**src/rtl/min_max_ctrl.sv**
```systemverilog
// min_max_ctrl: sequencing controller for the min_max_top LED bar.
// Takes a checked com/min/max configuration over a valid/ready handshake and
// holds it. Generates the osc blink signal in RUN and runs a timed lamp test
// (all-ON phase, then all-OFF phase).
// Optional feature macro: MIN_MAX_CTRL_AUTOSWAP_EN. When it is defined, a
// normal-mode config with min>max is accepted with min and max swapped.
module min_max_ctrl #(
    parameter int unsigned VALSIZE     = 4,
    parameter int unsigned OSC_DIV     = 8,
    parameter int unsigned TEST_CYCLES = 16
) (
    input  logic               clk_i,
    input  logic               rst_i,
    input  logic               cfg_valid_i,
    output logic               cfg_ready_o,
    input  logic [1:0]         cfg_com_i,
    input  logic [VALSIZE-1:0] cfg_min_i,
    input  logic [VALSIZE-1:0] cfg_max_i,
    input  logic               val_valid_i,
    input  logic [VALSIZE-1:0] val_i,
    input  logic               lamp_test_i,
    output logic [1:0]         com_o,
    output logic [VALSIZE-1:0] min_o,
    output logic [VALSIZE-1:0] max_o,
    output logic [VALSIZE-1:0] val_o,
    output logic               osc_o,
    output logic               busy_o,
    output logic               cfg_err_o
);

    localparam int unsigned OSC_W = (OSC_DIV > 1) ? $clog2(OSC_DIV) : 1;
    localparam int unsigned TST_W = (TEST_CYCLES > 1) ? $clog2(TEST_CYCLES) : 1;

    localparam logic [1:0] COM_NORMAL = 2'b00;
    localparam logic [1:0] COM_OFF    = 2'b10;
    localparam logic [1:0] COM_ON     = 2'b11;

    typedef enum logic [1:0] {
        ST_IDLE     = 2'd0,
        ST_RUN      = 2'd1,
        ST_LAMP_ON  = 2'd2,
        ST_LAMP_OFF = 2'd3
    } state_t;

    state_t             state_q, state_d;
    logic               ret_run_q, ret_run_d;
    logic [1:0]         mode_q, mode_d;
    logic [1:0]         com_q, com_d;
    logic [VALSIZE-1:0] min_q, min_d;
    logic [VALSIZE-1:0] max_q, max_d;
    logic [VALSIZE-1:0] val_q, val_d;
    logic               osc_q, osc_d;
    logic [OSC_W-1:0]   osc_cnt_q, osc_cnt_d;
    logic [TST_W-1:0]   tst_cnt_q, tst_cnt_d;
    logic               busy_q, busy_d;
    logic               err_q, err_d;

    logic               cfg_fire_c;
    logic               cfg_bad_c;
    logic               cfg_acc_c;

    // Ready depends only on the state register.
    assign cfg_ready_o = (state_q == ST_IDLE) || (state_q == ST_RUN);

    // Next-state, datapath and output-register logic.
    always_comb begin
        state_d   = state_q;
        ret_run_d = ret_run_q;
        mode_d    = mode_q;
        com_d     = com_q;
        min_d     = min_q;
        max_d     = max_q;
        val_d     = val_q;
        osc_d     = osc_q;
        osc_cnt_d = osc_cnt_q;
        tst_cnt_d = tst_cnt_q;
        busy_d    = busy_q;
        err_d     = 1'b0;

        cfg_fire_c = cfg_valid_i && cfg_ready_o;
        cfg_bad_c  = (cfg_com_i == COM_NORMAL) && (cfg_min_i > cfg_max_i);
`ifdef MIN_MAX_CTRL_AUTOSWAP_EN
        cfg_acc_c  = cfg_fire_c;
`else
        cfg_acc_c  = cfg_fire_c && !cfg_bad_c;
        if (cfg_fire_c && cfg_bad_c) begin
            err_d = 1'b1;
        end
`endif

        if (val_valid_i) begin
            val_d = val_i;
        end

        if (cfg_acc_c) begin
            mode_d = cfg_com_i;
            if (cfg_bad_c) begin
                min_d = cfg_max_i;
                max_d = cfg_min_i;
            end else begin
                min_d = cfg_min_i;
                max_d = cfg_max_i;
            end
        end

        case (state_q)
            ST_IDLE, ST_RUN: begin
                if (lamp_test_i) begin
                    // New config (if any) is stored now but shown after the test.
                    state_d   = ST_LAMP_ON;
                    ret_run_d = (state_q == ST_RUN) || cfg_acc_c;
                    com_d     = COM_ON;
                    busy_d    = 1'b1;
                    tst_cnt_d = '0;
                end else if (cfg_acc_c) begin
                    state_d = ST_RUN;
                    com_d   = cfg_com_i;
                end
            end
            ST_LAMP_ON: begin
                if (tst_cnt_q == TST_W'(TEST_CYCLES - 1)) begin
                    state_d   = ST_LAMP_OFF;
                    com_d     = COM_OFF;
                    tst_cnt_d = '0;
                end else begin
                    tst_cnt_d = tst_cnt_q + TST_W'(1);
                end
            end
            ST_LAMP_OFF: begin
                if (tst_cnt_q == TST_W'(TEST_CYCLES - 1)) begin
                    tst_cnt_d = '0;
                    busy_d    = 1'b0;
                    if (ret_run_q) begin
                        state_d = ST_RUN;
                        com_d   = mode_q;
                    end else begin
                        state_d = ST_IDLE;
                        com_d   = COM_OFF;
                    end
                end else begin
                    tst_cnt_d = tst_cnt_q + TST_W'(1);
                end
            end
            default: begin
                state_d = ST_IDLE;
            end
        endcase

        // Blink runs only while staying in RUN; entry or a new config restarts it.
        if ((state_d != ST_RUN) || (state_q != ST_RUN) || cfg_acc_c) begin
            osc_cnt_d = '0;
            osc_d     = 1'b0;
        end else if (osc_cnt_q == OSC_W'(OSC_DIV - 1)) begin
            osc_cnt_d = '0;
            osc_d     = !osc_q;
        end else begin
            osc_cnt_d = osc_cnt_q + OSC_W'(1);
        end
    end

    // State and output registers with synchronous reset.
    always_ff @(posedge clk_i) begin
        if (rst_i) begin
            state_q   <= ST_IDLE;
            ret_run_q <= 1'b0;
            mode_q    <= COM_OFF;
            com_q     <= COM_OFF;
            min_q     <= '0;
            max_q     <= '0;
            val_q     <= '0;
            osc_q     <= 1'b0;
            osc_cnt_q <= '0;
            tst_cnt_q <= '0;
            busy_q    <= 1'b0;
            err_q     <= 1'b0;
        end else begin
            state_q   <= state_d;
            ret_run_q <= ret_run_d;
            mode_q    <= mode_d;
            com_q     <= com_d;
            min_q     <= min_d;
            max_q     <= max_d;
            val_q     <= val_d;
            osc_q     <= osc_d;
            osc_cnt_q <= osc_cnt_d;
            tst_cnt_q <= tst_cnt_d;
            busy_q    <= busy_d;
            err_q     <= err_d;
        end
    end

    assign com_o     = com_q;
    assign min_o     = min_q;
    assign max_o     = max_q;
    assign val_o     = val_q;
    assign osc_o     = osc_q;
    assign busy_o    = busy_q;
    assign cfg_err_o = err_q;

endmodule
```
**config.mk**
```make
export PLATFORM = sky130hd
export DESIGN_NAME = min_max_ctrl
export DESIGN_NICKNAME = d
export VERILOG_FILES = /design/src/rtl/min_max_ctrl.sv
export SDC_FILE = /design/constraint.sdc
export NUM_CORES = 1
export LEC_CHECK = 0
export ABC_AREA = 1
export BUFFER_PORTS_ARGS = -buffer_cell sky130_fd_sc_hd__buf_2
export CORE_ASPECT_RATIO = 1.75
export CORE_MARGIN = 2
export CORE_UTILIZATION = 55
export CTS_CLUSTER_DIAMETER = 200
export DETAILED_ROUTE_END_ITERATION = 8
export PLACE_DENSITY_LB_ADDON = 0.25
export RECOVER_POWER = 100
export SLEW_MARGIN = 20
export SYNTH_ARGS = -nofsm -noshare
export SYNTH_HDL_FRONTEND = slang
export SYNTH_SLANG_ARGS = --single-unit
```
**constraint.sdc**
```tcl
create_clock -name clk_i -period 3.2 [get_ports clk_i]
set_input_delay 0.48 -clock clk_i [delete_from_list [all_inputs] [get_ports clk_i]]
set_output_delay 0.48 -clock clk_i [all_outputs]
set_load 0.03 [all_outputs]
```
## After elaboration in Yosys (flattened, before gate mapping)

Cells that the tools add are included.

| word-level totals | value |
|---|---|
| flip-flop bits (word level) | 29 |
| input bits | 19 |
| output and inout port bits | 18 |
| logic and storage cells | 67 |

| operators by class | value |
|---|---|
| add/subtract/negate cells | 2 |
| magnitude comparators | 1 |
| equal/unequal tests | 11 |
| multiplexer cells | 21 |
| reduce and logical (&&, ||, !) cells | 20 |

Operators with widths:

| kind | number |
|---|---|
| $mux 2 | 9 |
| $mux 4 | 4 |
| $pmux 2 s3 | 2 |
| $pmux 4 s2 | 1 |
| $ne 2x2->1 const B | 3 |
| $reduce_and 3->1 | 2 |
| $reduce_or 2->1 | 3 |
| $add 4x1->4 const B | 1 |
| $eq 2x2->1 const B | 2 |
| $eq 4x4->1 const B | 1 |
| $gt 4x4->1 | 1 |
| $logic_and 1x1->1 | 4 |
| $logic_not 2->1 | 2 |
| $logic_or 1x1->1 | 4 |
| $mux 1 | 4 |
| $ne 2x1->1 const B | 2 |
| $add 3x1->3 const B | 1 |
| $eq 3x3->1 const B | 1 |
| $ne 3x3->1 const B | 1 |
| $reduce_or 3->1 | 1 |
| $eq 2x1->1 const B | 1 |
| $logic_not 1->1 | 2 |
| $pmux 1 s2 | 1 |
| $reduce_and 2->1 | 1 |
| $reduce_bool 2->1 | 1 |

## Logic depth before layout (Yosys ltp)

| logic depth | value |
|---|---|
| depth after elaboration | 11 |
| mapped depth | 13 |
| gate-level depth less buffers | 13 |

## Worst setup path before layout

OpenSTA, ideal clock, no wires.

| path | value |
|---|---|
| kind | input -> register |
| start | input cfg_max_i[3] |
| end | register mode_q[0] |
| setup time | 130 ps |
| arrival time | 1515 ps |
| required time | 3070 ps |
| slack | 1555 ps |
| cell stages on the path | 11 |
| buffers on the path | 1 |
| path through | inv_1 > ha_1 > nand2_2 > inv_1 > nand2_1 > nand2_1 > nand2_4 > nand2_4 > buf_12 > a21oi_2 > nor2_1 |

| between the ends | value |
|---|---|
| cells in the longest elaborated chain, start to end | 4 |

RTL lines:

| element | RTL line | text |
|---|---|---|
| from (decl) | 18 | `input logic [VALSIZE-1:0] cfg_max_i,` |
| $gt 4x4->1 | 81 | `cfg_bad_c = (cfg_com_i == COM_NORMAL) && (cfg_min_i > cfg_max_i);` |
| $logic_and 1x1->1 | 81 |  |
| $logic_not 1->1 | 85 | `cfg_acc_c = cfg_fire_c && !cfg_bad_c;` |
| $logic_and 1x1->1 | 85 |  |
| to (signal assigned) | 179 | `mode_q <= mode_d;` |
| to (decl) | 47 | `logic [1:0] mode_q, mode_d;` |

Every way passes these cells.
A chain may end at the register's enable or synchronous reset.

## Worst setup path in the final report

| path | value |
|---|---|
| start | input cfg_max_i[2] |
| end | register com_q[1] (netlist: com_o[1]) |

| between the ends | value |
|---|---|
| cells in the longest elaborated chain, start to end | 6 |

RTL lines:

| element | RTL line | text |
|---|---|---|
| $gt 4x4->1 | 81 |  |
| $logic_and 1x1->1 | 81 |  |
| $logic_not 1->1 | 85 |  |
| $logic_and 1x1->1 | 85 |  |
| $ne 3x3->1 (no line) | -- |  |
| $reduce_and 3->1 (no line) | -- |  |
| to (signal assigned) | 180 | `com_q <= com_d;` |
| to (decl) | 48 | `logic [1:0] com_q, com_d;` |

Every way passes these cells.

==> impl_metrics.py <==
metrics = {
    "floorplan": {
        "die_area_um2": 2927,
        "rows": 24,
        "die_w_um": 41.76,
        "core_um2": 2432,
        "die_h_um": 70.09,
        "start_util_pct": 56.43,
        "num_io_pins": 37,
    },
    "worst_setup_path": {
        "r2r-start": "state_q[1]",
        "crit_top_cell": "nand2_1",
        "critical_path_depth": 13,
        "crit_chain": "clkbuf_1 -> inv_1 -> ha_1 -> nand2_1 -> inv_1 -> nand2_1 -> nand2_1 -> nand2_1 -> nand2_1 -> nand2_1 -> nand2_1 -> nand2_1 -> nand3_1",
        "critPathMaxStageDelay_ns": 0.39,
        "critical_path.max_fanout": 15,
        "reg2reg_depth": 6,
        "cp_num_buf_inv": 3,
        "worstSetupPathType": "in -> reg",
        "r2r_end": "com_o[1]",
        "cp_top_family": "simple AND/OR/NAND/NOR gates",
        "startpoint_type": "input port",
        "cp_slowest_cell": "nand2_1",
        "worst_setup_path_end_kind": "flip-flop",
        "cp_data_arrival_time_ns": 2.33,
        "critPathRequiredTime_ns": 3.35,
        "rrSetupSlack_ns": 1.29,
    },
    "logic_synthesis": {
        "synth_top_family_by_area": "simple AND/OR/NAND/NOR gates",
        "synthAdderAreaFrac_pct": 6.381,
        "netlist_area_um2": 1373,
        "yosysWarnings": 0,
        "synth_area_per_cell_um2": 8.170,
        "syn_nets": 194,
        "ys_seq_area_share_pct": 42.30,
        "ys_types": 28,
        "synthSimpleGateAreaFrac_pct": 24.07,
        "synthCells": 168,
        "synth_compound_area_share_pct": 15.86,
        "synth_xor_area_share_pct": 1.276,
        "synth-seq-cells": 29,
        "synth.area.mux_share_pct": 0,
    },
    "place": {
        "place_ws_ns": 1.208,
        "place_area_um2": 1536,
        "finalWeightedCongestion": 0.8174,
        "hpwl_mm": 2.143,
        "port-buffer-count": 36,
    },
    "power": {
        "powerDensity_nw_per_um2": 579.4,
        "peakVddDrop_mv": 0.2848,
        "p_leak_uw": 0.0007175,
    },
    "sta": {
        "rsz0062_at_grt": "false",
        "finalWorstSetupSlack_ns": 1.027,
        "relSlewSlack_pct": 62.21,
        "tns_ns": 0,
        "setup_viol": 0,
        "hold_viol_final": 0,
        "tightest_slew_ns": 0.5669,
        "fmax_mhz": 460.2,
        "final.period_utilization_pct": 67.90,
        "skew_ns": 0.007871,
        "fin_crit_ns": 2.173,
        "final.hold.worst_slack_ns": 0.4155,
        "maxSlewViolCount": 0,
    },
    "clock_tree": {
        "worst_setup_hold_path_clk_slew_ns": 0.07,
        "cts.sinks": 29,
        "postCtsSetupBuffers": 0,
        "cts_max_level": 2,
        "clock_latency_ns": 0.29,
        "cts_root_buf": "clkbuf_8",
        "cts_tree": "built",
        "ctsResizeCount": 0,
        "hold_buffers": 0,
        "cts_buffers": 5,
        "cts_buffer_depth": 2,
    },
    "route": {
        "wl_per_cell_um": 11.92,
        "detail_route.vias_per_cell": 5.188,
        "num_vias": 1214,
        "remaining_drc_errors": 0,
        "drt_iter0_markers": 13,
        "firstDrtPassIters": 4,
        "ant_nets": 0,
        "finalWirelength_mm": 2.789,
    },
    "min_path": {
        "min_from": "val_i[3]",
        "hold_depth": 3,
        "hp-class": "in -> reg",
        "hold_end": "val_o[3]",
    },
    "layout": {
        "seqCellArea_um2": 580.6,
        "nFillCells": 229,
        "design_area_um2": 1583,
        "fin_nets": 233,
        "n_antenna_cell": 0,
        "syn2layout_area_growth_pct": 15.31,
        "final_layout_size_suffix_gt1_share_pct": 17.79,
        "multi_input_comb_area_um2": 609.3,
    },
    "flow_run": {
        "cap_viol_max_count": 0,
    },
    "grt": {
        "antenna_found_initial": 0,
        "grt-ovfl-total": 0,
        "grt_max_degree": 16,
        "grt_pass1_vias": 1218,
        "grt_pass1_wl_mm": 4.933,
        "grtUsageTotal_pct": 21.71,
    },
    "outcome": {
        "outcome": "finished clean",
    },
}
## synth_stat cells
master	number	share of area [%]
nor3b_2	1	0.91
ha_1	7	6.4
a21oi_2	3	1.9
nor2_1	23	6.3
nand3_1	8	2.9
clkbuf_8	1	1.0
dfxtp_1	29	42
nor2_8	1	1.5
nor3_1	3	1.1
o21ai_0	8	2.9
buf_12	1	1.5
inv_1	22	6.0
inv_2	2	0.55
nand2_1	19	5.2
nor2_2	3	1.4
o22ai_1	1	0.46
xnor2_1	2	1.3
o211ai_2	1	0.91
clkbuf_1	1	0.27
nor4_1	1	0.46
o21ai_2	5	3.2
a31oi_1	1	0.46
o211ai_1	1	0.55
a21oi_1	15	5.5
buf_6	1	0.82
nand2_2	5	2.3
nand4_1	1	0.46
nand2_4	2	1.6
## power by group
part	internal [µW]	total [µW]	switching, µW	leakage (µW)
clock	233	380	148	0.0000543
sequential	383	399	15.8	0.000239
combinational	42.9	138	95.0	0.000425
total	659	917	259	0.000718
## cell type report
| type | count | share of cell area (%) |
|---|---|---|
| clock buffer | 5 | 4.348 |
| inverter | 24 | 5.692 |
| sequential | 29 | 36.68 |
| clock inverter | 3 | 2.925 |
| multi-input combinational | 111 | 38.50 |
| tap | 26 | 2.055 |
| timing repair buffer | 36 | 9.802 |
## state kept, by name, indices dropped and copies added (netlist names)
name	flops
max_o	4
min_o	4
tst_cnt_q	4
val_o	4
osc_cnt_q	3
com_o	2
mode_q	2
state_q	2
busy_o	1
cfg_err_o	1
osc_o	1
ret_run_q	1
## cell usage in the layout (no fill, tap or decap), drive strengths merged, types with 2 or more instances in the layout
| cell type | synthesis | layout |
|---|---|---|
| nor2 | 27 | 27 |
| nand3 | 8 | 8 |
| clkbuf | 2 | 25 |
| o21ai | 13 | 13 |
| inv | 24 | 24 |
| a21oi | 18 | 18 |
| buf | 2 | 16 |
| nor3 | 3 | 3 |
| xnor2 | 2 | 2 |
| nand2 | 26 | 26 |
| dfxtp | 29 | 29 |
| o211ai | 2 | 2 |
| ha | 7 | 7 |
## cell families after synthesis
group | Yosys count
and+or+nand+nor | 67
adders and majority gates | 7
DFF | 29
AOI/OAI and AO/OA | 35
xor gates and xnor gates | 2
buffers and inverters | 28
## worst max-delay path by stage
stage                             from           to
after floorplan           cfg_max_i[3]    mode_q[0]
after global placement    cfg_max_i[3]     com_o[1]
after detailed placement  cfg_max_i[3]     com_o[1]
after CTS                   state_q[1]  cfg_ready_o
after global routing      cfg_max_i[2]     com_o[1]
final                     cfg_max_i[2]     com_o[1]
## worst min-delay path, cell delays in order
cell    delay (ns)
buf_2         0.07
nor2_1        0.03
nor2_1        0.08
## routing by layer
metal	share of wire, %	GRT usage [%]	vias to the layer above
met4	1.8	10.39	0
met3	4.7	7.752	5
li1	-	-	622
met2	57	38.89	29
met5	0	0	-
met1	37	21.31	558
## through the flow
stage	utilization, %	power (µW)	cells
floorplan	-	519.0	168
global placement	63.17	553.8	226
detailed placement	63.17	559.1	226
CTS	67.90	939.9	234
global route	65.07	960.4	234
finish	65.07	917.1	234
Power figures use the tool's default switching activity.
